`config.mk`:
```
export PLATFORM = sky130hd
export DESIGN_NAME = jtag_sync_fifo
export DESIGN_NICKNAME = d
export VERILOG_FILES = /design/src/rtl/jtag_sync_fifo_pkg.sv /design/src/rtl/jtag_sync_fifo_ptr.sv /design/src/rtl/jtag_sync_fifo.sv
export SDC_FILE = /design/constraint.sdc
export NUM_CORES = 1
export LEC_CHECK = 0
export ABC_AREA = 0
export BUFFER_PORTS_ARGS = -buffer_cell sky130_fd_sc_hd__buf_2
export CAP_MARGIN = 20
export CORE_MARGIN = 1.5
export CORE_UTILIZATION = 45
export DETAILED_ROUTE_END_ITERATION = 10
export GPL_ROUTABILITY_DRIVEN = 0
export PLACE_DENSITY_LB_ADDON = 0.05
export SYNTH_ARGS = -nofsm -noshare
export SYNTH_HDL_FRONTEND = slang
export SYNTH_SLANG_ARGS = --single-unit
```
`constraint.sdc`:
```
create_clock -name TCK -period 2.7 [get_ports TCK]
set_input_delay 0 -clock TCK [delete_from_list [all_inputs] [get_ports TCK]]
set_output_delay 0 -clock TCK [all_outputs]
set_load 0.05 [all_outputs]
```
`src/rtl/jtag_sync_fifo_pkg.sv`:
```
// jtag_types_pkg: shared types and helpers for the JTAG datapath FIFO
package jtag_types_pkg;

    typedef struct packed {
        logic full;
        logic empty;
        logic almost_full;
        logic almost_empty;
    } fifo_status_t;

    function automatic int ptr_w(input int depth);
        return $clog2(depth) + 1;
    endfunction

endpackage

```
`src/rtl/jtag_sync_fifo_ptr.sv`:
```
// fifo_ptr: wrap-bit pointer register with increment enable and synchronous clear
module fifo_ptr #(
    parameter int PW = 7
) (
    input  logic          TCK,
    input  logic          TRST,
    input  logic          clr,
    input  logic          inc,
    output logic [PW-1:0] ptr
);

    // clear wins over increment; MSB toggles naturally as the wrap bit
    always_ff @(posedge TCK or negedge TRST)
        if (!TRST)    ptr <= '0;
        else if (clr) ptr <= '0;
        else if (inc) ptr <= ptr + PW'(1);

endmodule

```
`src/rtl/jtag_sync_fifo.sv`:
```
// jtag_sync_fifo: TCK-domain FWFT FIFO with count, watermarks, flush; sticky errors under JTAG_FIFO_ERR_EN
module jtag_sync_fifo
    import jtag_types_pkg::*;
#(
    parameter int WIDTH     = 8,
    parameter int DEPTH     = 64,
    parameter int AF_MARGIN = 4,
    parameter int AE_MARGIN = 4
) (
    input  logic                   TCK,
    input  logic                   TRST,
    input  logic                   wr_en,
    input  logic [WIDTH-1:0]       data_in,
    input  logic                   rd_en,
    output logic [WIDTH-1:0]       data_out,
    input  logic                   flush,
    output logic                   full,
    output logic                   empty,
    output logic                   almost_full,
    output logic                   almost_empty,
    output logic [$clog2(DEPTH):0] count
`ifdef JTAG_FIFO_ERR_EN
    ,
    output logic                   overflow,
    output logic                   underflow
`endif
);

    localparam int AW = $clog2(DEPTH);
    localparam int PW = ptr_w(DEPTH);

    logic [WIDTH-1:0] mem [DEPTH];
    logic [PW-1:0]    wr_ptr, rd_ptr;
    logic             rd_acc, wr_acc;

    assign empty        = wr_ptr == rd_ptr;
    assign full         = wr_ptr[AW-1:0] == rd_ptr[AW-1:0] && wr_ptr[AW] != rd_ptr[AW];
    assign count        = wr_ptr - rd_ptr;
    assign almost_full  = count >= PW'(DEPTH - AF_MARGIN);
    assign almost_empty = count <= PW'(AE_MARGIN);
    assign data_out     = mem[rd_ptr[AW-1:0]];

    // a read frees a slot, so a full FIFO still takes a write alongside a read
    assign rd_acc = rd_en && !empty;
    assign wr_acc = wr_en && (!full || rd_acc);

    fifo_ptr #(.PW(PW)) u_wr_ptr (
        .TCK  (TCK),
        .TRST (TRST),
        .clr  (flush),
        .inc  (wr_acc),
        .ptr  (wr_ptr)
    );

    fifo_ptr #(.PW(PW)) u_rd_ptr (
        .TCK  (TCK),
        .TRST (TRST),
        .clr  (flush),
        .inc  (rd_acc),
        .ptr  (rd_ptr)
    );

    // storage is never reset; flush and TRST only move the pointers
    always_ff @(posedge TCK)
        if (wr_acc && !flush) mem[wr_ptr[AW-1:0]] <= data_in;

`ifdef JTAG_FIFO_ERR_EN
    // sticky error flags, cleared only by flush or TRST
    always_ff @(posedge TCK or negedge TRST)
        if (!TRST) begin
            overflow  <= 1'b0;
            underflow <= 1'b0;
        end else if (flush) begin
            overflow  <= 1'b0;
            underflow <= 1'b0;
        end else begin
            if (wr_en && full && !rd_acc) overflow  <= 1'b1;
            if (rd_en && empty)           underflow <= 1'b1;
        end
`endif

endmodule
```
* Word level (Yosys, flattened, before mapping) *
Memory sizes are Yosys's and may differ from the RTL's.
Cells that the tools add are included.

word-level totals
  register bits after elaboration = 14
  bits in writable memories = 512
  output and inout port bits = 19
  word-level logic and storage cells = 27
  memories kept = 1

operators by class
  $add $sub $neg = 3
  order comparisons = 2
  equality and inequality tests = 3
  muxes and demuxes = 6
  reduce and logical (&&, ||, !) cells = 10

memories
  name  depth  width  rd ports  clocked after memory_dff  wr ports  RTL line              source
  mem   64     8      1         0                         1         jtag_sync_fifo.sv:32  logic [WIDTH-1:0] mem [DEPTH];

operators by type and width
  kind                                                                count
  2-to-1 mux 7 bit                                                    4
  adder 7 x 1 -> 7 bit (second input constant)                        2
  == test 7 bit                                                       1
  greater-or-equal comparator 7 x 6 -> 1 bit (second input constant)  1
  less-or-equal comparator 7 x 3 -> 1 bit (second input constant)     1
  subtractor 7 bit                                                    1
  == test 6 bit                                                       1
  logical AND 1 bit                                                   4
  nonzero test 2 bit                                                  2
  zero test 1 bit                                                     3
  2-to-1 mux 1 bit                                                    2
  logical OR 1 bit                                                    1
  inequality test 1 bit                                               1

* Depth between registers and ports, before layout *
  depth in word-level cells = 8
  depth in mapped cells = 10

* Cells and area by module *
A second synthesis with hierarchy kept.

unflattened totals
  cell total of the unflattened synthesis = 1,019
  area, all modules = 20,807.5 µm²

by module, submodules not included
  module          times used  cells each  area each (µm²)  sequential area each (µm²)
  jtag_sync_fifo  1           961         20,191.9         15,374.7
  fifo_ptr        2           29          307.8            175.2

* Least setup slack after synthesis *
OpenSTA, ideal clock, no wires.

  path type = register to output
  from = register u_rd_ptr.ptr[1]
  to = output port almost_empty
  arrival = 4.086 ns
  data required time = 2.700 ns
  setup slack = -1.386 ns
  cell stages (with the launch flop) = 11
  path buffers = 3
  cell sequence = dfrtp_1 buf_2 buf_2 buf_4 inv_1 fa_1 a21o_1 a21oi_1 or4_1 nand3_1 nor4_1

between the ends
  longest elaborated chain between the ends = 2

ends and longest elaborated chain
  what                                     RTL line                  source
  start: declaration                       jtag_sync_fifo_ptr.sv:9   output logic [PW-1:0] ptr
  start signal: assignment                 jtag_sync_fifo_ptr.sv:16  else if (inc) ptr <= ptr + PW'(1);
  subtractor 7 bit                         jtag_sync_fifo.sv:38      assign count = wr_ptr - rd_ptr;
  net count[6]                             jtag_sync_fifo.sv:21      output logic [$clog2(DEPTH):0] count
  less-or-equal comparator 7 x 3 -> 1 bit  jtag_sync_fifo.sv:40      assign almost_empty = count <= PW'(AE_MARGIN);
  end: declaration                         jtag_sync_fifo.sv:20      output logic almost_empty,

The timed path passes the listed nets, and every way through them passes these cells.

* Worst setup path after layout *
  from = register u_rd_ptr.ptr[0]
  to = output port data_out[0]

between the ends
  longest elaborated chain between the ends = 1

ends and longest elaborated chain
  what                      RTL line              source
  memory read (64 x 8 bit)  -
  end: declaration          jtag_sync_fifo.sv:15  output logic [WIDTH-1:0] data_out,

No other way between the ends.

==> results.sh <==
export IMPL_outcome="finished with violations"
export IMPL_violations="setup timing"
export IMPL_layout_nets=1245
export IMPL_swShare_pct=23.9
export IMPL_ys_seq_elements=526
export IMPL_layout_drive_gt1_share_pct=41.5
export IMPL_synth_ff_type="edfxtp_1"
export IMPL_synth_top_family_by_area="multiplexers"
export IMPL_root_buffer="clkbuf_16"
export IMPL_drt_met1_wl_mm=24.3
export IMPL_place_ws_ns=0.0425
export IMPL_netlist_area_leader_share_pct=73.8
export IMPL_wl_met2_mm=23.8
export IMPL_viasPerCell=5.78
export IMPL_antenna_left=0
export IMPL_yosys_warnings=0
export IMPL_dr_pass1_iters=6
export IMPL_crit_arrival_ns=2.96
export IMPL_synthXorXnorAreaFrac_pct=0.505
export IMPL_min_from="data_in[3]"
export IMPL_syn_to_final_growth_pct=23.4
export IMPL_synth_top_cell_by_area="edfxtp_1"
export IMPL_worstReg2RegEnd="mem[48][3]"
export IMPL_dr_total_vias=10781
export IMPL_htreeDepth=2
export IMPL_fin_crit_sh_pct=109
export IMPL_endpoint_kind="output pin"
export IMPL_netlist_area_um2=20800
export IMPL_cts_tree="yes"
export IMPL_synth_simple_area_share_pct=3.88
export IMPL_portBuffers=31
export IMPL_layout_setup_ws_ns=-0.256
export IMPL_min_period_ns=2.96
export IMPL_cts_path_max_buffers=3
export IMPL_io_pins=32
export IMPL_critPathKind="reg -> out"
export IMPL_clk_pin_slew_worst_paths_ns=0.06
export IMPL_p_leak_nw=7.99
export IMPL_grt_pass1_vias=11041
export IMPL_drt_total_wl_mm=52.6
export IMPL_fillers=3510
export IMPL_grt_pass1_wl_mm=77.0
export IMPL_die_x_um=218
export IMPL_synth_common_cells="edfxtp_1, mux4_2, nor2_1, nand2_1, a22oi_1"
export IMPL_hold_viol=0
export IMPL_synth_mux_area_fraction_pct=14.2
export IMPL_maxCapViolations=0
export IMPL_hold_path_end="mem[33][3]"
export IMPL_p_clk_share_pct=37.3
export IMPL_ys_seq_area_share_pct=75.5
export IMPL_synth_compound_area_share_pct=3.80
export IMPL_fmax_mhz=338
export IMPL_synth_edff_count=512
export IMPL_r2r_start="u_rd_ptr.ptr[0]"
export IMPL_antenna_found_initial=1
export IMPL_clock_latency_ns=0.60
export IMPL_synthTopCellsByArea="edfxtp_1, mux4_2, dfrtp_1"
export IMPL_r2r_cells=9
export IMPL_drc=0
export IMPL_clock_sinks=526
export IMPL_grt_usage_pct=22.8
export IMPL_combPwrFrac_pct=14.8
export IMPL_placed_area_um2=22700
export IMPL_hold_class="in -> reg"
export IMPL_maxUsedRoutingLayer="met5"
export IMPL_final_area_um2=25700
export IMPL_slew_headroom_pct=29.1
export IMPL_antenna_cells=0
export IMPL_required_ns=2.70
export IMPL_async_reset_ff_share_pct=2.66
export IMPL_syn_nets=1077
export IMPL_cts_buffers=53
export IMPL_avgRoutedWirePerCell_um=28.2
export IMPL_finalClockSkew_ns=0.0163
export IMPL_rows=78
export IMPL_p_int_w=0.0143
export IMPL_reg2reg_slack_ns=0.11
export IMPL_peakVddDrop_mv=0.672
export IMPL_setup_viol=11
export IMPL_crit_fanout=12
export IMPL_wl_met3_mm=3.19
export IMPL_syn_avg_cell_area_um2=19.7
export IMPL_synth_distinct_cells=56
export IMPL_drv_slew=0
export IMPL_initial_utilization_pct=45.8
export IMPL_hold_depth=2
export IMPL_worst_pin_slew_ns=1.06
export IMPL_yosysMostFrequentCell="edfxtp_1"
export IMPL_drtIter0Drc=972
export IMPL_grt_max_degree=65
export IMPL_yosys_area_share_adder_pct=0.577
export IMPL_power_density_nw_per_um2=731
export IMPL_start_kind="flip-flop"
export IMPL_grt_overflow=0
export IMPL_core_um2=45500
export IMPL_netlist_instances=1055
export IMPL_die_y_um=218
export IMPL_hpwlAfterDp_mm=32.6
export IMPL_die_area_um2=47600
export IMPL_power_frac_seq_pct=47.9
export IMPL_rsz0062_at_grt="yes"
export IMPL_p_sw_w=0.00449
[cell type report]
class	count	area (um2)	area share, %
sequential	526	15700	61.2
multi-input combinational	460	5790	22.5
timing repair buffer	169	1740	6.77
clock buffer	69	1430	5.56
tap	600	751	2.92
clock inverter	28	204	0.793
inverter	13	56.3	0.219
[how the worst max path moves through the flow]
stage | from | endpoint | slack, ns | cells past startpoint
2_1_floorplan | u_rd_ptr.ptr[1] | almost_full | -0.29 | 10
6_report | u_rd_ptr.ptr[0] | data_out[0] | -0.26 | 10
4_1_cts | u_rd_ptr.ptr[0] | data_out[1] | -0.34 | 8
3_5_place_dp | u_rd_ptr.ptr[0] | data_out[3] | 0.04 | 9
3_3_place_gp | u_rd_ptr.ptr[0] | data_out[3] | -0.03 | 9
5_1_grt | u_rd_ptr.ptr[0] | data_out[3] | -0.36 | 8
[critical path: stages (launching register included)]
cell and delay, ns:
dfrtp_4 0.54, buf_4 0.17, buf_12 0.15, nand3b_1 0.31, buf_4 0.23, buf_4 0.13
o221ai_2 0.13, a21oi_2 0.08, a221oi_4 0.30, a31o_4 0.17, buf_12 0.14
[stage by stage]
stage / TNS [ns] / util (%) / instances / hold slack (ns) / total power, W
2_1_floorplan: -6.08 / - / 1055 / -0.296 / 0.0106
3_3_place_gp: -0.0266 / 49.9 / 1724 / -0.0650 / 0.0114
3_5_place_dp: 0 / 49.9 / 1724 / -0.0632 / 0.0114
4_1_cts: -3.29 / 55.3 / 1854 / 0.0774 / 0.0188
5_1_grt: -3.12 / 56.5 / 1865 / 0.0927 / 0.0194
6_report: -2.19 / 56.5 / 1865 / 0.0801 / 0.0188
[layer usage]
metal,global-route usage (%),vias to the layer above
met5,1.04,-
met4,7.03,4
met3,4.89,76
met2,34.0,282
met1,33.8,5722
li1,-,4697
[cells in the final DEF (no fill, tap or decap), drive strengths merged, types with 3 or more instances in the layout]
| cell type | netlist | routed |
|---|---|---|
| a211oi | 7 | 7 |
| a21oi | 22 | 22 |
| a221oi | 11 | 11 |
| a22oi | 24 | 24 |
| a32o | 6 | 6 |
| a32oi | 7 | 7 |
| buf | 33 | 155 |
| bufinv | 0 | 3 |
| clkbuf | 23 | 71 |
| clkinv | 0 | 22 |
| dfrtp | 14 | 14 |
| dlygate4sd3 | 0 | 11 |
| edfxtp | 512 | 512 |
| ha | 8 | 8 |
| inv | 13 | 14 |
| mux2 | 16 | 16 |
| mux2i | 23 | 23 |
| mux4 | 113 | 113 |
| nand2 | 43 | 43 |
| nand3 | 22 | 22 |
| nand3b | 4 | 4 |
| nand4 | 3 | 3 |
| nor2 | 84 | 84 |
| nor2b | 3 | 3 |
| nor3 | 6 | 6 |
| nor4 | 3 | 3 |
| o21ai | 7 | 7 |
| o22ai | 7 | 7 |
| or3 | 4 | 4 |
| xnor2 | 9 | 9 |
| xor2 | 3 | 3 |
[sequential cells by signal, summed over array words and instances, names as in the netlist]
name	cells
u_wr_ptr.ptr	7
u_rd_ptr.ptr	7
mem	512
[what timing repair did]
action / 4_1_cts / 5_1_grt
resized for setup: 100 / 85
gates cloned: 4 / 2
setup endpoints to repair: 12 / 312
pin swaps: 23 / 34
setup buffers: 17 / 13
hold buffers: 12 / 0
endpoints found under the hold margin: 180 / 0
[power groups by stage]
stage               Combinational [W]  Clock (W)  Sequential [W]
finish                        0.00278    0.00701         0.00899
global route                  0.00293    0.00746         0.00899
CTS                           0.00265    0.00713         0.00900
detailed placement            0.00225          0         0.00916
global placement              0.00224          0         0.00916
floorplan                     0.00145          0         0.00915
[cells by family after synthesis]
family,after synthesis
adder cells (fa/ha/maj),9
multiplexers,152
AND/OR/NAND/NOR,180
flip-flops,526
AO/OA/AOI/OAI,107
buffers and inverters,69
XOR/XNOR,12
No activity file was read; power rests on OpenSTA's default activity.
